--- config.mk ---
export PLATFORM = sky130hd
export DESIGN_NAME = fifo_stream_drain
export DESIGN_NICKNAME = d
export VERILOG_FILES = /design/src/rtl/fifo_stream_drain.sv
export SDC_FILE = /design/constraint.sdc
export NUM_CORES = 1
export LEC_CHECK = 0
export BUFFER_PORTS_ARGS = -buffer_cell sky130_fd_sc_hd__clkbuf_2
export CAP_MARGIN = 5
export CORE_MARGIN = 4
export CORE_UTILIZATION = 55
export DETAILED_ROUTE_END_ITERATION = 10
export GPL_TIMING_DRIVEN = 0
export PLACE_DENSITY_LB_ADDON = 0.05
export SYNTH_ARGS = -nofsm -noshare
export SYNTH_HDL_FRONTEND = slang
export SYNTH_SLANG_ARGS = --single-unit
--- constraint.sdc ---
create_clock -name clk -period 2.3 [get_ports clk]
set_clock_uncertainty 0.2 [all_clocks]
set_input_delay 0.345 -clock clk [delete_from_list [all_inputs] [get_ports clk]]
set_output_delay 0.345 -clock clk [all_outputs]
set_load 0.05 [all_outputs]
--- src/rtl/fifo_stream_drain.sv ---
// Read-side drain for a fall-through FIFO port: strips the length header of each
// packet and forwards the payload on a valid/ready stream through a 2-entry skid buffer.
module fifo_stream_drain #(
  parameter int DSIZE = 8,
  parameter int CNT_W = 16
) (
  input  logic             clk,
  input  logic             rst_n,
  input  logic             enable,
  input  logic             fifo_empty,
  input  logic [DSIZE-1:0] fifo_rdata,
  output logic             fifo_rinc,
  output logic             m_tvalid,
  input  logic             m_tready,
  output logic [DSIZE-1:0] m_tdata,
  output logic             m_tlast,
  output logic             in_packet,
  output logic [CNT_W-1:0] pkt_cnt
);

  typedef enum logic {HDR, PAYLOAD} state_t;

  state_t             state_q, state_d;
  logic [DSIZE-1:0]   rem_q, rem_d;
  logic               v0_q, v0_d, v1_q, v1_d;
  logic [DSIZE-1:0]   d0_q, d0_d, d1_q, d1_d;
  logic               l0_q, l0_d, l1_q, l1_d;
  logic [CNT_W-1:0]   cnt_q, cnt_d;

  logic xfer, space, pop, push, push_last;

  assign xfer      = v0_q & m_tready;
  // The header never occupies a buffer slot, so it can be popped even when full.
  assign space     = (state_q == HDR) | ~v1_q | xfer;
  assign pop       = rst_n & enable & ~fifo_empty & space;
  assign push      = pop & (state_q == PAYLOAD);
  assign push_last = (rem_q == '0);

  always_comb begin
    state_d = state_q;
    rem_d   = rem_q;
    v0_d    = v0_q;
    v1_d    = v1_q;
    d0_d    = d0_q;
    d1_d    = d1_q;
    l0_d    = l0_q;
    l1_d    = l1_q;
    cnt_d   = cnt_q;

    if (pop) begin
      case (state_q)
        HDR: begin
          rem_d   = fifo_rdata;
          state_d = PAYLOAD;
        end
        PAYLOAD: begin
          rem_d = rem_q - 1'b1;
          if (push_last) state_d = HDR;
        end
        default: state_d = HDR;
      endcase
    end

    if (xfer) begin
      if (v1_q) begin
        d0_d = d1_q;
        l0_d = l1_q;
        v0_d = 1'b1;
        v1_d = push;
        if (push) begin
          d1_d = fifo_rdata;
          l1_d = push_last;
        end
      end else begin
        v0_d = push;
        if (push) begin
          d0_d = fifo_rdata;
          l0_d = push_last;
        end
      end
    end else if (push) begin
      if (v0_q) begin
        v1_d = 1'b1;
        d1_d = fifo_rdata;
        l1_d = push_last;
      end else begin
        v0_d = 1'b1;
        d0_d = fifo_rdata;
        l0_d = push_last;
      end
    end

    if (xfer && l0_q) cnt_d = cnt_q + 1'b1;
  end

  always_ff @(posedge clk or negedge rst_n) begin
    if (!rst_n) begin
      state_q <= HDR;
      rem_q   <= '0;
      v0_q    <= 1'b0;
      v1_q    <= 1'b0;
      d0_q    <= '0;
      d1_q    <= '0;
      l0_q    <= 1'b0;
      l1_q    <= 1'b0;
      cnt_q   <= '0;
    end else begin
      state_q <= state_d;
      rem_q   <= rem_d;
      v0_q    <= v0_d;
      v1_q    <= v1_d;
      d0_q    <= d0_d;
      d1_q    <= d1_d;
      l0_q    <= l0_d;
      l1_q    <= l1_d;
      cnt_q   <= cnt_d;
    end
  end

  assign fifo_rinc = pop;
  assign m_tvalid  = v0_q;
  assign m_tdata   = d0_q;
  assign m_tlast   = l0_q;
  assign in_packet = (state_q == PAYLOAD);
  assign pkt_cnt   = cnt_q;

endmodule
After elaboration in Yosys (flattened, before gate mapping)
Index checks and enable logic that the tools add are counted.
{ "classes": {"addsub": 2, "n_mul": 0, "div_mod_pow": 0, "magnitude_cmp": 0, "eq_ne": 2, "shift": 0, "n_mux": 28, "bitwise_logic": 10, "n_reduce_logical": 8} }
{ "ops": {"columns": ["operator", "count"], "rows": [
  ["8-bit two-way mux", 9],
  ["1-bit two-way mux", 17],
  ["16-bit by 1-bit adder with 16-bit output, second input constant", 1],
  ["8-bit one-hot mux with 2 select lines", 1],
  ["8-bit logical NOT", 1],
  ["8-bit by 1-bit subtractor with 8-bit output, second input constant", 1],
  ["3-bit AND reduction", 2],
  ["2-bit nonzero test", 3],
  ["1-bit AND", 5],
  ["1-bit inverter", 3],
  ["2-bit by 1-bit inequality test with 1-bit output, second input constant", 1],
  ["2-bit inequality test, second input constant", 1],
  ["1-bit OR", 2],
  ["1-bit one-hot mux with 2 select lines", 1],
  ["2-bit AND reduction", 1],
  ["1-bit logical AND", 1]
]} }
{ "word_totals": {"ff_bits": 45, "latchBits": 0, "ram_bits": 0, "mem_bits_ro": 0, "input_bits": 13, "out_inout_bits": 28, "n_memories": 0} }

Depth between registers and ports, before layout
Gate-level depths: netlist of the first run.
{ "depth": {"word_depth": 8, "depth_mapped": 6, "depth_no_buf": 6} }

Worst setup path after synthesis of the first run
No wires, ideal clock.
{ "synth_path": {"kind": "register to register", "start": "register state_q (netlist: in_packet)", "end": "register d1_q[0]", "setup_time_ns": 0.128, "t_arrival_ns": 1.683, "required_ns": 1.972, "slack_ns": 0.290, "path_stages_with_launch": 5, "path_buffers": 1, "synth_period_minus_slack_ns": 2.010, "path_cell_list": "dfrtp_1 > buf_2 > and4b_1 > nand3_2 > mux2_1"} }
{ "synth_between": {"elab_chain_cells": 6} }
{ "synth_lines": {"columns": ["element", "line_no", "source"], "rows": [
  ["from (decl)", "23", "state_t state_q, state_d;"],
  ["from (signal assigned)", "108", "state_q <= state_d;"],
  ["1-bit inverter", "34", "assign space = (state_q == HDR) | ~v1_q | xfer;"],
  ["1-bit OR (2 in series)", "34", null],
  ["1-bit AND", "35", "assign pop = rst_n & enable & ~fifo_empty & space;"],
  ["1-bit AND *", "36", "assign push = pop & (state_q == PAYLOAD);"],
  ["3-bit AND reduction (no source line) *", null, null],
  ["to (signal assigned)", "103", "d1_q <= '0;"],
  ["to (signal assigned)", "113", "d1_q <= d1_d;"],
  ["to (decl)", "26", "logic [DSIZE-1:0] d0_q, d0_d, d1_q, d1_d;"]
]} }
Every way passes the cells marked *; elsewhere a longest branch is shown, timed or not.
A chain may end at the register's enable or synchronous reset.

Worst setup path after layout of the first run
{ "layout_path": {"start": "register v0_q (netlist: m_tvalid)", "end": "output fifo_rinc"} }
{ "layout_between": {"elab_chain_cells": 3} }
{ "layout_lines": {"columns": ["element", "line_no", "source"], "rows": [
  ["from (decl)", "25", "logic v0_q, v0_d, v1_q, v1_d;"],
  ["from (signal assigned)", "110", "v0_q <= v0_d;"],
  ["1-bit AND", "32", "assign xfer = v0_q & m_tready;"],
  ["1-bit OR", "34", null],
  ["1-bit AND", "35", null],
  ["to (decl)", "12", "output logic fifo_rinc,"]
]} }
No other way between the ends.

==> results of run 1 <==
==> power by group through the flow <==
| stage | clock [W] | combinational [W] | sequential (W) |
|---|---|---|---|
| 2_1_floorplan | 0 | 0.000805 | 0.00155 |
| 3_3_place_gp | 0 | 0.00147 | 0.00120 |
| 3_5_place_dp | 0 | 0.00149 | 0.00120 |
| 4_1_cts | 0.000730 | 0.00151 | 0.00119 |
| 5_1_grt | 0.000765 | 0.00165 | 0.00123 |
| 6_report | 0.000714 | 0.00149 | 0.00119 |
==> layer usage <==
layer	GRT usage	wire, um	vias to the layer above
met1	0.249	1960	816
met3	0.0384	185	4
met2	0.313	2140	29
li1	-	-	825
met5	0	0	-
met4	0.0564	48	0
==> registers in the layout, indices dropped and copies added (netlist names) <==
signal	flops
d1_q	8
in_packet	1
l1_q	1
m_tdata	8
m_tlast	1
m_tvalid	1
pkt_cnt	16
rem_q	8
v1_q	1
==> cells in the final DEF (no fill, tap or decap), drive strengths merged <==
| cell | n |
|---|---|
| dfrtp | 45 |
| and2 | 1 |
| a21oi | 6 |
| bufinv | 2 |
| o22ai | 3 |
| or2b | 1 |
| inv | 7 |
| o211ai | 1 |
| and3 | 4 |
| clkbuf | 45 |
| nand3 | 8 |
| mux2i | 10 |
| ha | 3 |
| nor2b | 1 |
| a211oi | 1 |
| or4 | 1 |
| and4b | 2 |
| nor3b | 1 |
| nor4 | 3 |
| and4 | 3 |
| nand4b | 1 |
| a31o | 1 |
| buf | 8 |
| nand4 | 5 |
| nor2 | 8 |
| mux2 | 10 |
| xnor2 | 13 |
| dlygate4sd3 | 1 |
| nand2b | 3 |
| o21ai | 21 |
| nand3b | 1 |
| nand2 | 23 |
| xor2 | 3 |
| or2 | 3 |
| nor3 | 6 |
| o32ai | 1 |
==> logic make-up (layout without fill, tap and decap cells) <==
family	count (synthesis)	count (layout)	share of synthesized area
fa+ha+maj	3	3	0.0172
flops	45	45	0.515
xor+xnor	16	16	0.0641
compound gates	34	34	0.0875
simple gates	75	75	0.189
mux	20	20	0.0973
buf+inv	14	63	0.0303
==> per-stage QoR <==
step / std cells / utilization
after CTS: 304 / 0.702
final: 304 / 0.702
after global routing: 304 / 0.702
after global placement: 294 / 0.652
after floorplan: 207 / -
after detailed placement: 294 / 0.652
==> final cells by class <==
class                           instances  area [um^2]  share of cell area
Multi-Input combinational cell        148          995               0.379
Inverter                                6         22.5             0.00858
Clock buffer                            5         68.8              0.0262
Clock inverter                          3         68.8              0.0262
Timing Repair Buffer                   41          241              0.0919
Sequential cell                        45         1130               0.429
Tap cell                               48         60.1              0.0229
Buffer                                  8         43.8              0.0167
==> how the worst max path moves through the flow <==
| stage | to | cells past startpoint | startpoint | slack, ns |
|---|---|---|---|---|
| CTS | fifo_rinc | 5 | m_tvalid$_DFFE_PN0P_ | 0.12 |
| detailed placement | fifo_rinc | 5 | rst_n | -0.48 |
| floorplan | d1_q[0]$_DFFE_PN0P_ | 4 | in_packet$_DFFE_PN0P_ | 0.29 |
| global placement | fifo_rinc | 5 | rst_n | -0.51 |
| global route | fifo_rinc | 5 | m_tvalid$_DFFE_PN0P_ | 0.05 |
| finish | fifo_rinc | 5 | m_tvalid$_DFFE_PN0P_ | 0.13 |
==> worst register-to-register path, stage by stage (launching register included) <==
cell and delay (ns):
dfrtp_1 0.38, buf_2 0.18, and4b_1 0.27, o211ai_2 0.40, buf_4 0.26, nand2_1 0.07
o21ai_1 0.07
==> timing repair <==
item | in CTS | in global routing
endpoints found under the setup margin | 21 | 0
hold buffers | 2 | 0
endpoints found under the hold margin | 45 | 0
gates resized for setup | 2 | 0
==> impl_metrics.json, run 1 <==
{
  "outcome": "complete, no violations",
  "grt_max_degree": 46,
  "yosys.cell_types.count": 41,
  "final_area_um2": 2630,
  "p_int_w": 0.00197,
  "path_class": "register to output pin",
  "gr-total-overflow": 0,
  "crit_chain": "buf_2 > nand2_1 > a31o_2 > inv_2 > clkbuf_2",
  "yosysTopAreaCellShare": 0.515,
  "max-clock-path-buffers": 2,
  "reg2reg_depth": 6,
  "min_period_ns": 2.17,
  "syn-cell-area_um2": 2190,
  "layout.nets": 271,
  "drc": 0,
  "clkPwrFrac": 0.211,
  "drtAntennaViolNets": 0,
  "synth.most_common_cell": "dfrtp_1",
  "dp_hpwl_um": 3090,
  "pre_cts_ws_ns": -0.485,
  "cp_slowest_cell": "dfrtp_1",
  "cap_violations": 0,
  "drt_iter0_markers": 55,
  "r2r_start": "in_packet$_DFFE_PN0P_",
  "cp_data_required_time_ns": 1.75,
  "drt-total-wl_um": 4340,
  "syn_area_per_cell_um2": 10.6,
  "irDropWorstVdd_mv": 1.05,
  "syn2layout_area_growth_pct": 20.1,
  "synth_nets": 223,
  "synth_top_area_cell": "dfrtp_1",
  "p_switching_w": 0.00142,
  "antenna_found_initial": 0,
  "fmax_mhz": 461,
  "dr.pass1.iters": 4,
  "r2r-end": "m_tdata[0]$_DFFE_PN0P_",
  "layout_setup_ws_ns": 0.129,
  "worstPathArrival_ns": 1.63,
  "maxSlewViolCount": 0,
  "grt_pass1_wl_um": 7670,
  "cts_buffers": 5,
  "swShare": 0.419,
  "cts.sinks": 45,
  "critPathMaxStageDelay_ns": 0.37,
  "worst_pin_slew_ns": 0.639,
  "hold_ws_ns": 0.0974,
  "reg2reg_slack_ns": 0.41,
  "die-area_um2": 5050,
  "die_y_um": 71.1,
  "power_frac_seq": 0.350,
  "critPathBufInv": 3,
  "cts_tree": "yes",
  "worstHoldPathCells": 2,
  "slew_headroom": 0.574,
  "root_buffer": "clkbuf_8",
  "crit_family": "buffers and inverters",
  "post_cts_buffers": 0,
  "synth_flop_cell": "dfrtp_1",
  "rows": 22,
  "async_reset_ff_frac": 1.00,
  "port_buffers": 39,
  "vias_per_cell": 5.51,
  "synthCells": 207,
  "grt_pass1_vias": 1653,
  "drive_gt1_frac": 0.262,
  "synth-edff-count": 0,
  "hold_path_class": "input pin to register",
  "track_usage": 0.188,
  "core-area_um2": 3740,
  "end_kind": "output pin",
  "htreeDepth": 2,
  "io_pins": 41,
  "avgRoutedWirePerCell_um": 14.3,
  "netlist_top_cells_count": "dfrtp_1, nand2_1, o21ai_1, xnor2_1, mux2i_1",
  "floorplan.initialDensity": 0.584,
  "gp_congestion": 0.752,
  "yosys_warnings": 0,
  "period_share": 0.944,
  "hold_viol_final": 0,
  "postPlaceCellArea_um2": 2440,
  "start_kind": "register",
  "p_comb_frac": 0.439,
  "hold_start": "m_tready",
  "nFillCells": 305,
  "powerDensity_nw_per_um2": 1290,
  "p_leak_nw": 1.33,
  "clock_latency_ns": 0.30,
  "yosysSeqAreaShare": 0.515,
  "die_x_um": 71.1,
  "num_vias": 1674,
  "num_antenna_cells": 0,
  "fin_setup_tns_ns": 0,
  "critPathMaxFanout": 10,
  "p_total_w": 0.00339,
  "clkTransAtPathRegs_ns": 0.09,
  "setup_viol": 0,
  "rsz0062_at_grt": "no",
  "whs_endpoint": "v1_q$_DFFE_PN0P_",
  "synth.area.top_cells": "dfrtp_1, xnor2_1, mux2_1",
  "ys_ff_latch": 45
}
No activity file was read; power rests on OpenSTA's default activity.
==> run 2: changes to the inputs <==
- CORE_ASPECT_RATIO: not set -> 0.7
- CORE_UTILIZATION: 55 -> 30
==> impl_metrics.json, run 2 (same netlist as run 1, synthesis figures left out) <==
{
  "worstHoldPathCells": 2,
  "track_usage": 0.123,
  "drt-total-wl_um": 5080,
  "pre_cts_ws_ns": -0.698,
  "powerDensity_nw_per_um2": 1260,
  "layout_setup_ws_ns": 0.138,
  "io_pins": 41,
  "drtAntennaViolNets": 0,
  "end_kind": "output pin",
  "reg2reg_slack_ns": 0.29,
  "p_comb_frac": 0.460,
  "nFillCells": 711,
  "setup_viol": 0,
  "max-clock-path-buffers": 2,
  "num_vias": 1652,
  "gp_congestion": 0.752,
  "clock_latency_ns": 0.30,
  "rows": 25,
  "avgRoutedWirePerCell_um": 14.5,
  "clkPwrFrac": 0.183,
  "dp_hpwl_um": 3660,
  "final_cell_mix": "dfrtp_1, clkbuf_2, nand2_1, o21ai_1, xnor2_1",
  "antenna_found_initial": 0,
  "p_total_w": 0.00335,
  "port_buffers": 39,
  "cap_violations": 0,
  "clkTransAtPathRegs_ns": 0.09,
  "r2r_start": "in_packet$_DFFE_PN0P_",
  "die-area_um2": 8740,
  "cts.sinks": 45,
  "floorplan.initialDensity": 0.316,
  "grt_pass1_vias": 1571,
  "root_buffer": "clkbuf_8",
  "postPlaceCellArea_um2": 2500,
  "p_switching_w": 0.00149,
  "whs_endpoint": "d1_q[7]$_DFFE_PN0P_",
  "die_y_um": 79.4,
  "cp_data_required_time_ns": 1.75,
  "layout.nets": 271,
  "irDropWorstVdd_mv": 0.701,
  "rsz0062_at_grt": "no",
  "num_antenna_cells": 0,
  "htreeDepth": 2,
  "min_period_ns": 2.16,
  "p_leak_nw": 1.32,
  "p_int_w": 0.00186,
  "vias_per_cell": 4.72,
  "slew_headroom": 0.484,
  "hold_path_class": "input pin to register",
  "swShare": 0.444,
  "final_area_um2": 2660,
  "worstPathArrival_ns": 1.62,
  "critPathLaunch": "m_tvalid$_DFFE_PN0P_",
  "fin_setup_tns_ns": 0,
  "critPathMaxFanout": 10,
  "period_share": 0.940,
  "layout.cells.non_filler": 350,
  "post_cts_buffers": 0,
  "power_frac_seq": 0.357,
  "hold_viol_final": 0,
  "fmax_mhz": 462,
  "path_class": "register to output pin",
  "placedCellCount": 340,
  "drc": 0,
  "grt_pass1_wl_um": 8270,
  "start_kind": "register",
  "r2r-end": "m_tdata[6]$_DFFE_PN0P_",
  "reg2reg_depth": 6,
  "core-area_um2": 6910,
  "drt_iter0_markers": 77,
  "hold_start": "fifo_rdata[7]",
  "cts_buffers": 5,
  "grt_max_degree": 46,
  "dr.pass1.iters": 4,
  "largest_reg_flops": 16,
  "syn2layout_area_growth_pct": 21.7,
  "cts_tree": "yes",
  "final_common_cell": "dfrtp_1",
  "worst_pin_slew_ns": 0.774,
  "gr-total-overflow": 0,
  "outcome": "complete, no violations",
  "die_x_um": 110,
  "drive_gt1_frac": 0.262,
  "maxSlewViolCount": 0
}
==> run 2: cell count changes in the layout (fill, tap and decap cells not counted) <==
cell	before	now
clkinv_4	0	1
buf_2	5	6
clkbuf_2	38	37
inv_6	1	0
bufinv_16	2	1
clkinvlp_4	0	1
==> run 2: power groups by stage <==
stage | sequential [W] | clock, W | combinational, W
after detailed placement | 0.00121 | 0 | 0.00154
after global routing | 0.00123 | 0.000669 | 0.00170
after floorplan | 0.00155 | 0 | 0.000805
after global placement | 0.00121 | 0 | 0.00154
final | 0.00119 | 0.000612 | 0.00154
after CTS | 0.00120 | 0.000639 | 0.00156
==> run 2: area by class of cell <==
class                           instances  area [um^2]  area share
Tap cell                               94          118      0.0442
Timing Repair Buffer                   41          241      0.0907
Multi-Input combinational cell        148          995       0.374
Inverter                                6         22.5     0.00846
Sequential cell                        45         1130       0.423
Buffer                                  8         43.8      0.0165
Clock buffer                            5         68.8      0.0259
Clock inverter                          3         46.3      0.0174
==> run 2: worst max path at each step <==
stage | to | slack [ns] | cells past startpoint
global placement | fifo_rinc | -0.69 | 5
global route | fifo_rinc | 0.01 | 5
CTS | fifo_rinc | 0.09 | 5
floorplan | d1_q[0]$_DFFE_PN0P_ | 0.29 | 4
detailed placement | fifo_rinc | -0.70 | 5
finish | fifo_rinc | 0.14 | 5
==> run 2: through the flow <==
step	hold slack, ns	utilization
after floorplan	-0.151	-
after global placement	0.264	0.362
after detailed placement	0.272	0.362
after CTS	0.0886	0.385
after global routing	0.0949	0.385
final	0.0918	0.385
==> run 2: what timing repair did <==
action                                 in CTS  in global routing
setup endpoints to repair                  28                  1
gates resized for setup                     2                  1
endpoints found under the hold margin      45                  0
hold buffers                                2                  0
==> run 2: critical path, stage by stage, from the launching register on <==
cell,delay [ns]
dfrtp_1,0.37
buf_2,0.21
nand2_1,0.07
a31o_2,0.25
inv_2,0.14
buf_2,0.29
==> run 2: metal layers <==
metal | track usage | wire [um] | part of all wire
met5 | 0 | 0 | 0
met4 | 0.0224 | 19 | 0.0037
met3 | 0.0307 | 271 | 0.053
met2 | 0.177 | 2100 | 0.41
met1 | 0.186 | 2690 | 0.53
